`src/rtl/cpu_bus_pkg.sv`:
```
`default_nettype none
// ============================================================================
// Module      : cpu_bus_pkg
// Description : Shared types and constants for the cpu bus arbiter slice.
// Revision    : 1.0 - initial release
// ============================================================================
package cpu_bus_pkg;

    typedef enum logic [1:0] {
        IDLE    = 2'd0,
        A_PHASE = 2'd1,
        D_PHASE = 2'd2,
        DRAIN   = 2'd3
    } arb_state_t;

    localparam logic [2:0] TL_GET     = 3'd4;
    localparam logic [2:0] TL_PUTFULL = 3'd0;

    localparam logic SRC_IF = 1'b0;
    localparam logic SRC_MA = 1'b1;

    // Two-requester round-robin choice: contention goes to whoever was not served last.
    function automatic logic rr_pick(input logic req_if, input logic req_ma, input logic last_owner);
        logic pick;
        if (req_if && req_ma) begin
            pick = ~last_owner;
        end else if (req_ma) begin
            pick = SRC_MA;
        end else begin
            pick = SRC_IF;
        end
        return pick;
    endfunction

endpackage
`default_nettype wire

```
`src/rtl/rr_arb2.sv`:
```
`default_nettype none
// ============================================================================
// Module      : rr_arb2
// Description : Two-requester round-robin picker with a last-owner register.
// Revision    : 1.0 - initial release
// ============================================================================
module rr_arb2
    import cpu_bus_pkg::*;
(
    input  logic clk,
    input  logic rst,
    input  logic i_req_if,
    input  logic i_req_ma,
    input  logic i_update,
    input  logic i_update_src,
    output logic o_grant,
    output logic o_grant_src
);

    logic r_last_owner;

    always_ff @(posedge clk) begin
        if (rst) begin
            r_last_owner <= SRC_IF;
        end else if (i_update) begin
            r_last_owner <= i_update_src;
        end
    end

    always_comb begin
        o_grant     = i_req_if | i_req_ma;
        o_grant_src = rr_pick(i_req_if, i_req_ma, r_last_owner);
    end

endmodule
`default_nettype wire

```
`src/rtl/cpu_bus_arbiter.sv`:
```
`default_nettype none
// ============================================================================
// Module      : cpu_bus_arbiter
// Description : Merges the fetch and access MMU buses onto one TileLink-UL port,
//               one outstanding transaction, responses routed to the owner.
// Revision    : 1.0 - initial release
// ============================================================================
module cpu_bus_arbiter
    import cpu_bus_pkg::*;
#(
    parameter int ADDR_W = 64,
    parameter int DATA_W = 64,
    parameter int MASK_W = DATA_W / 8
) (
    input  logic              clk,
    input  logic              rst,
    input  logic              clear,

    input  logic              if_request,
    input  logic              if_a_valid,
    output logic              if_a_ready,
    input  logic [2:0]        if_a_opcode,
    input  logic [ADDR_W-1:0] if_a_address,
    input  logic [DATA_W-1:0] if_a_data,
    input  logic [MASK_W-1:0] if_a_mask,
    output logic              if_d_valid,
    input  logic              if_d_ready,
    output logic [DATA_W-1:0] if_d_data,
    output logic              if_d_error,

    input  logic              ma_request,
    input  logic              ma_a_valid,
    output logic              ma_a_ready,
    input  logic [2:0]        ma_a_opcode,
    input  logic [ADDR_W-1:0] ma_a_address,
    input  logic [DATA_W-1:0] ma_a_data,
    input  logic [MASK_W-1:0] ma_a_mask,
    output logic              ma_d_valid,
    input  logic              ma_d_ready,
    output logic [DATA_W-1:0] ma_d_data,
    output logic              ma_d_error,

    output logic              mem_a_valid,
    input  logic              mem_a_ready,
    output logic [2:0]        mem_a_opcode,
    output logic [ADDR_W-1:0] mem_a_address,
    output logic [DATA_W-1:0] mem_a_data,
    output logic [MASK_W-1:0] mem_a_mask,
    output logic              mem_a_source,
    input  logic              mem_d_valid,
    output logic              mem_d_ready,
    input  logic [DATA_W-1:0] mem_d_data,
    input  logic              mem_d_error,

    output logic              busy
);

    arb_state_t r_state;
    arb_state_t w_next_state;
    logic       r_owner;

    logic       w_arb_grant;
    logic       w_arb_src;
    logic       w_rr_update;

    logic       w_own_req;
    logic       w_own_a_valid;
    logic       w_own_d_ready;
    logic       w_a_fire;
    logic       w_d_fire;

    rr_arb2 u_rr_arb2 (
        .clk          (clk),
        .rst          (rst),
        .i_req_if     (if_request),
        .i_req_ma     (ma_request),
        .i_update     (w_rr_update),
        .i_update_src (r_owner),
        .o_grant      (w_arb_grant),
        .o_grant_src  (w_arb_src)
    );

    assign w_own_req     = (r_owner == SRC_MA) ? ma_request : if_request;
    assign w_own_a_valid = (r_owner == SRC_MA) ? ma_a_valid : if_a_valid;
    assign w_own_d_ready = (r_owner == SRC_MA) ? ma_d_ready : if_d_ready;
    assign w_a_fire      = (r_state == A_PHASE) && w_own_a_valid && mem_a_ready;
    assign w_d_fire      = (r_state == D_PHASE) && mem_d_valid && w_own_d_ready;

    always_ff @(posedge clk) begin
        if (rst) begin
            r_state <= IDLE;
            r_owner <= SRC_IF;
        end else begin
            r_state <= w_next_state;
            if ((r_state == IDLE) && w_arb_grant) begin
                r_owner <= w_arb_src;
            end
        end
    end

    always_comb begin
        w_next_state = r_state;
        w_rr_update  = 1'b0;
        case (r_state)
            IDLE: begin
                if (w_arb_grant) begin
                    w_next_state = A_PHASE;
                end
            end
            A_PHASE: begin
                // A beat already accepted by memory means a response is owed: drain it.
                if (clear) begin
                    w_next_state = w_a_fire ? DRAIN : IDLE;
                end else if (w_a_fire) begin
                    w_next_state = D_PHASE;
                end else if (!w_own_req && !w_own_a_valid) begin
                    w_next_state = IDLE;
                end
            end
            D_PHASE: begin
                // A response consumed in the same cycle as clear completes the transaction.
                if (w_d_fire) begin
                    w_next_state = IDLE;
                    w_rr_update  = 1'b1;
                end else if (clear) begin
                    w_next_state = DRAIN;
                end
            end
            DRAIN: begin
                if (mem_d_valid) begin
                    w_next_state = IDLE;
                    w_rr_update  = 1'b1;
                end
            end
            default: begin
                w_next_state = IDLE;
            end
        endcase
    end

    always_comb begin
        mem_a_valid   = 1'b0;
        mem_a_opcode  = '0;
        mem_a_address = '0;
        mem_a_data    = '0;
        mem_a_mask    = '0;
        mem_a_source  = r_owner;
        mem_d_ready   = 1'b0;
        if_a_ready    = 1'b0;
        ma_a_ready    = 1'b0;
        if_d_valid    = 1'b0;
        ma_d_valid    = 1'b0;
        if_d_data     = '0;
        ma_d_data     = '0;
        if_d_error    = 1'b0;
        ma_d_error    = 1'b0;
        busy          = (r_state != IDLE);

        case (r_state)
            A_PHASE: begin
                mem_a_valid = w_own_a_valid;
                if (r_owner == SRC_MA) begin
                    mem_a_opcode  = ma_a_opcode;
                    mem_a_address = ma_a_address;
                    mem_a_data    = ma_a_data;
                    mem_a_mask    = ma_a_mask;
                    ma_a_ready    = mem_a_ready;
                end else begin
                    mem_a_opcode  = if_a_opcode;
                    mem_a_address = if_a_address;
                    mem_a_data    = if_a_data;
                    mem_a_mask    = if_a_mask;
                    if_a_ready    = mem_a_ready;
                end
            end
            D_PHASE: begin
                mem_d_ready = w_own_d_ready;
                if (r_owner == SRC_MA) begin
                    ma_d_valid = mem_d_valid;
                    ma_d_data  = mem_d_data;
                    ma_d_error = mem_d_error;
                end else begin
                    if_d_valid = mem_d_valid;
                    if_d_data  = mem_d_data;
                    if_d_error = mem_d_error;
                end
            end
            DRAIN: begin
                mem_d_ready = 1'b1;
            end
            default: begin
            end
        endcase
    end

endmodule
`default_nettype wire
```
`config.mk`:
```
export PLATFORM = sky130hd
export DESIGN_NAME = cpu_bus_arbiter
export DESIGN_NICKNAME = d
export VERILOG_FILES = /design/src/rtl/cpu_bus_pkg.sv /design/src/rtl/rr_arb2.sv /design/src/rtl/cpu_bus_arbiter.sv
export SDC_FILE = /design/constraint.sdc
export NUM_CORES = 1
export LEC_CHECK = 0
export CELL_PAD_IN_SITES_DETAIL_PLACEMENT = 0
export CELL_PAD_IN_SITES_GLOBAL_PLACEMENT = 2
export CORE_AREA = 2 2 245 247
export DETAILED_ROUTE_END_ITERATION = 10
export DIE_AREA = 0 0 247 249
export GPL_TIMING_DRIVEN = 0
export PLACE_DENSITY_LB_ADDON = 0.1
export SYNTH_ARGS = -nofsm -noshare
export SYNTH_HDL_FRONTEND = slang
export SYNTH_SLANG_ARGS = --single-unit
```
`constraint.sdc`:
```
create_clock -name clk -period 1.77 [get_ports clk]
set_clock_uncertainty 0.1 [all_clocks]
set_input_delay 0.4425 -clock clk [delete_from_list [all_inputs] [get_ports clk]]
set_output_delay 0.4425 -clock clk [all_outputs]
set_load 0.02 [all_outputs]
```
### Word level (Yosys, flattened, before mapping)

Index checks and enable logic that the tools add are counted.

* bitwise gates (word level): 2
* reductions and logical operators: 12
* eq/ne operators: 7
* mux-type cells: 43

Operators with widths (count)
* 2-to-1 mux 64 bit: 8
* 2-to-1 mux 1 bit: 20
* 2-to-1 mux 2 bit: 8
* 2-to-1 mux 8 bit: 2
* case mux 2 bit (4 select lines): 1
* logical AND 1 bit: 7
* 2-to-1 mux 3 bit: 2
* == test 2 bit, second input constant: 2
* != test 2 bit, second input constant: 2
* != test 4 x 3 -> 1 bit, second input constant: 1
* case mux 1 bit (2 select lines): 2
* AND reduction 4 bit: 1
* != test 3 bit, second input constant: 1
* == test 2 x 1 -> 1 bit, second input constant: 1
* zero test 1 bit: 2
* zero test 2 bit: 1
* nonzero test 2 bit: 1
* NOT 1 bit: 1
* bitwise OR 1 bit: 1

* output and inout bits: 277
* input port bits: 354
* logic and storage cells: 67
* register bits: 4

### Longest topological paths before layout

Gate-level depths: netlist of run 1.

* word-level depth: 7
* gate-level depth with buffers: 6
* mapped depth without buffers: 5

### Modules after synthesis

A second synthesis of run 1 with hierarchy kept.

* cells, all modules: 499
* area, all modules: 3263.1 um^2

By module, submodules not included
* cpu_bus_arbiter: instances 1, area an instance 3215.6 um^2, seq. area each 60.1 um^2, cells each 494
* rr_arb2: instances 1, area an instance 47.5 um^2, seq. area each 20.0 um^2, cells each 5

### Worst setup path after synthesis of run 1

OpenSTA, ideal clock, no wires.

* kind: reg2out
* start: register r_owner (netlist: mem_a_source)
* end: output mem_a_address[0]
* arrival: 1.680 ns
* slack: -0.453 ns
* buffers on the path: 3
* cell stages (with the launch flop): 6
* required time: 1.227 ns
* path through: dfxtp_1 buf_2 buf_1 buf_2 mux2i_1 nor2_1

* longest elaborated chain between the ends: 2

RTL lines
* start, declared: line cpu_bus_arbiter.sv:60 `logic r_owner;`
* start signal, assigned: line cpu_bus_arbiter.sv:96 `r_owner <= w_arb_src;`
* 2-to-1 mux 64 bit: line cpu_bus_arbiter.sv:162 `if (r_owner == SRC_MA) begin`
* 2-to-1 mux 64 bit: line cpu_bus_arbiter.sv:159 `case (r_state)`
* end, declared: line cpu_bus_arbiter.sv:46 `output logic [ADDR_W-1:0] mem_a_address,`

No other way between the ends.

### Worst setup path after layout of run 1

* start: register r_owner (netlist: mem_a_source)
* end: output mem_a_address[15]

Same word-level chain as after synthesis.

==> results.json, run 1 <==
{
  "finalSetupViolations": 277,
  "cts-root-buf": "clkbuf_16",
  "via_per_inst": 3.16,
  "cellLeakagePower_nw": 5.68,
  "drc_errors": 0,
  "initial_core_util_pct": 5.52,
  "n_fill_cell": 6398,
  "h-tree-depth": 1,
  "cp_slowest_cell": "dfxtp_4",
  "postSynthAreaPerCell_um2": 6.50,
  "critPathMaxFanout": 7,
  "critPathCaptureType": "primary output",
  "synth_top_family_by_area": "multiplexers",
  "drive_gt1_share_pct": 59.6,
  "worst_path_most_repeated_cell": "buf_12",
  "synth_edf_count": 0,
  "first_iter_violations": 100,
  "sw_frac_of_total_pct": 45.0,
  "syn2layout_area_growth_pct": 326,
  "die_x_um": 247,
  "synth_mux_area_share_pct": 44.5,
  "gp_congestion": 0.756,
  "tightest_slew_ns": 0.328,
  "worstHoldPathType": "reg -> reg",
  "ctsHoldBuffers": 0,
  "layout.nets": 1579,
  "cpPeakStageDelay_ns": 0.36,
  "synth-simple-area-share_pct": 44.4,
  "io_pins": 631,
  "p_sw_mw": 3.82,
  "violations": "setup timing",
  "setup_tns_ns": -82.10,
  "async_reset_ff_share_pct": 0,
  "power.density_nw_per_um2": 614,
  "p_comb_share_pct": 93.9,
  "grt_pass1_vias": 6568,
  "dieArea_um2": 61500,
  "hold_start": "u_rr_arb2.r_last_owner$_SDFFE_PP0P_",
  "drtAntennaViolNets": 0,
  "critical_path_required_ns": 1.23,
  "place_ws_ns": -1.34,
  "core_um2": 58700,
  "clk_path_buf_depth": 2,
  "syn_area_um2": 3240,
  "clockPowerShare_pct": 4.3,
  "fin_ws_ns": -0.387,
  "path_cells": "buf_12, buf_16, buf_12, buf_12, mux2i_4, nor2_2, buf_6",
  "slew_viol_final": 0,
  "std_cell_rows": 89,
  "regArea_um2": 91.3,
  "p_int_mw": 4.67,
  "yosysWarnings": 0,
  "grtUsageTotal_pct": 11.8,
  "worstSkewPairLatency_ns": 0.23,
  "finalHoldViolCount": 0,
  "synth_compound_area_share_pct": 2.32,
  "antenna_found_initial": 8,
  "status": "finished with violations",
  "r2r-start": "mem_a_source$_SDFFE_PP0P_",
  "place_hpwl_um": 33100,
  "wl_um": 39900,
  "cts_tree": "yes",
  "netlist_instances": 499,
  "clkTransAtPathRegs_ns": 0.03,
  "cts_buffers": 3,
  "cp-start-kind": "flop",
  "synthFlopType": "dfxtp_1",
  "period_share_pct": 122,
  "drv_cap": 0,
  "arrival_ns": 1.61,
  "grt_max_degree": 11,
  "vias": 6317,
  "synth_seq_cells": 4,
  "avgRoutedWirePerCell_um": 19.9,
  "die_h_um": 249,
  "max_slew_margin_pct": 78.1,
  "ys_seq_area_share_pct": 2.47,
  "synth_xor_area_share_pct": 0,
  "numClockSinks": 4,
  "period_needed_ns": 2.16,
  "grt-ovfl-total": 0,
  "power_frac_seq_pct": 1.8,
  "multi_input_area_um2": 4220,
  "synth_fa_ha_area_share_pct": 0,
  "rsz0062_at_grt": "true",
  "yosysUniqueCellTypes": 24,
  "grt_pass1_wl_um": 51600,
  "firstDrtPassIters": 4,
  "fmax_ghz": 0.464,
  "worstSetupStartpoint": "mem_a_source$_SDFFE_PP0P_",
  "irDropWorstVdd_uv": 217,
  "critPathKind": "reg -> out",
  "port_buffers": 630,
  "synth_nets": 853
}
==> registers in the layout, summed over array words and instances, names as in the netlist <==
signal,flops
mem_a_source,1
r_state,2
u_rr_arb2.r_last_owner,1
==> what timing repair did <==
action / CTS / global route
gates resized for setup: 1440 / 652
buffers inserted: 46 / 28
cloned: 10 / 18
pin swaps: 3 / 83
endpoints found under the setup margin: 279 / 279
==> metrics by stage <==
stage	power, mW	instance area, um^2	hold slack (ns)	cells	util, %
3_5_place_dp	6.22	11000	0.397	1902	18.7
2_1_floorplan	3.08	3710	0.364	499	-
6_report	8.48	13800	0.403	2000	23.6
4_1_cts	7.58	11800	0.405	1961	20.1
5_1_grt	8.97	13800	0.447	1999	23.6
3_3_place_gp	6.30	11000	0.389	1902	18.7
==> per-layer routing <==
| layer | vias to the layer above | GRT usage (%) | routed length [um] |
|---|---|---|---|
| li1 | 3099 | - | - |
| met1 | 2938 | 10.5 | 12300 |
| met2 | 253 | 26.0 | 24500 |
| met3 | 19 | 3.14 | 2780 |
| met4 | 8 | 1.19 | 236 |
| met5 | - | 0 | 55 |
==> worst paths after layout <==
kind                                                             to  slack, ns  cells past startpoint
worst max-delay path                              mem_a_address[15]      -0.39                      7
worst min-delay path            u_rr_arb2.r_last_owner$_SDFFE_PP0P_       0.40                      2
worst max register to register              r_state[0]$_SDFFE_PP0P_      -0.15                     10
worst min register to register  u_rr_arb2.r_last_owner$_SDFFE_PP0P_       0.40                      2
==> cell usage after synthesis (all sizes together), types with 2 or more instances <==
library cell	instances	area share, %
nand2b	2	0.39
mux2i	143	44
dfxtp	4	2.5
inv	4	0.46
nand2	5	0.58
buf	16	2.4
o21ai	2	0.31
clkbuf	30	3.5
nor2	148	17
and2	132	25
==> kinds of logic (layout without fill, tap and decap cells) <==
family,Yosys count,after routing
flops,4,4
compound gates,10,10
simple gates,291,291
mux,144,144
other cells,0,3
buf+inv,50,775
==> placed cells by master (no fill, tap or decap), types with 5 or more instances in the layout <==
cell,Yosys,final
nor2_4,0,14
dlymetal6s2s_1,0,9
clkdlybuf4s50_1,0,345
clkbuf_16,0,22
mux2i_2,0,39
mux2i_1,143,68
nor2_1,148,40
and2_2,0,11
buf_2,13,28
nor2_2,0,94
buf_8,0,14
buf_4,0,63
and2_1,132,11
buf_16,0,5
buf_12,0,26
buf_6,0,244
mux2i_4,0,36
nand2_1,5,5
clkbuf_8,0,10
and2_4,0,110
==> power by group through the flow <==
stage          Sequential, mW  Clock [mW]  Combinational [mW]
2_1_floorplan           0.135           0                2.95
3_3_place_gp            0.144           0                6.15
3_5_place_dp            0.144           0                6.08
4_1_cts                 0.149       0.377                7.05
5_1_grt                 0.155       0.386                8.43
6_report                0.152       0.368                7.96
==> worst max-delay path, delay by kind of cell, from the launching register on <==
family / cells / cell delay (ns)
buf+inv: 5 / 0.71
flops: 1 / 0.36
mux: 1 / 0.17
simple gates: 1 / 0.11
==> cell type report <==
class | count | area share, %
Timing Repair Buffer | 726 | 55.7
Multi-Input combinational cell | 445 | 30.5
Tap cell | 773 | 7.00
Buffer | 41 | 5.36
Sequential cell | 4 | 0.661
Clock buffer | 4 | 0.570
Inverter | 4 | 0.163
Antenna cell | 3 | 0.0543
(Power assumes the default switching activity.)
==> run 2: changes to the inputs <==
--- a/config.mk
+++ b/config.mk
@@ -5,6 +5,7 @@
 export SDC_FILE = /design/constraint.sdc
 export NUM_CORES = 1
 export LEC_CHECK = 0
+export CAP_MARGIN = 5
 export CELL_PAD_IN_SITES_DETAIL_PLACEMENT = 0
 export CELL_PAD_IN_SITES_GLOBAL_PLACEMENT = 2
 export CORE_AREA = 2 2 245 247
==> results of run 2 <==
Final layout, timing and power as in run 1 (identical DEF).
==> run 3: changes to the inputs <==
--- a/config.mk
+++ b/config.mk
@@ -9,6 +9,7 @@
 export CELL_PAD_IN_SITES_DETAIL_PLACEMENT = 0
 export CELL_PAD_IN_SITES_GLOBAL_PLACEMENT = 2
 export CORE_AREA = 2 2 245 247
+export CTS_CLUSTER_SIZE = 40
 export DETAILED_ROUTE_END_ITERATION = 10
 export DIE_AREA = 0 0 247 249
 export GPL_TIMING_DRIVEN = 0
==> results of run 3 <==
Final layout, timing and power as in run 1 (identical DEF).
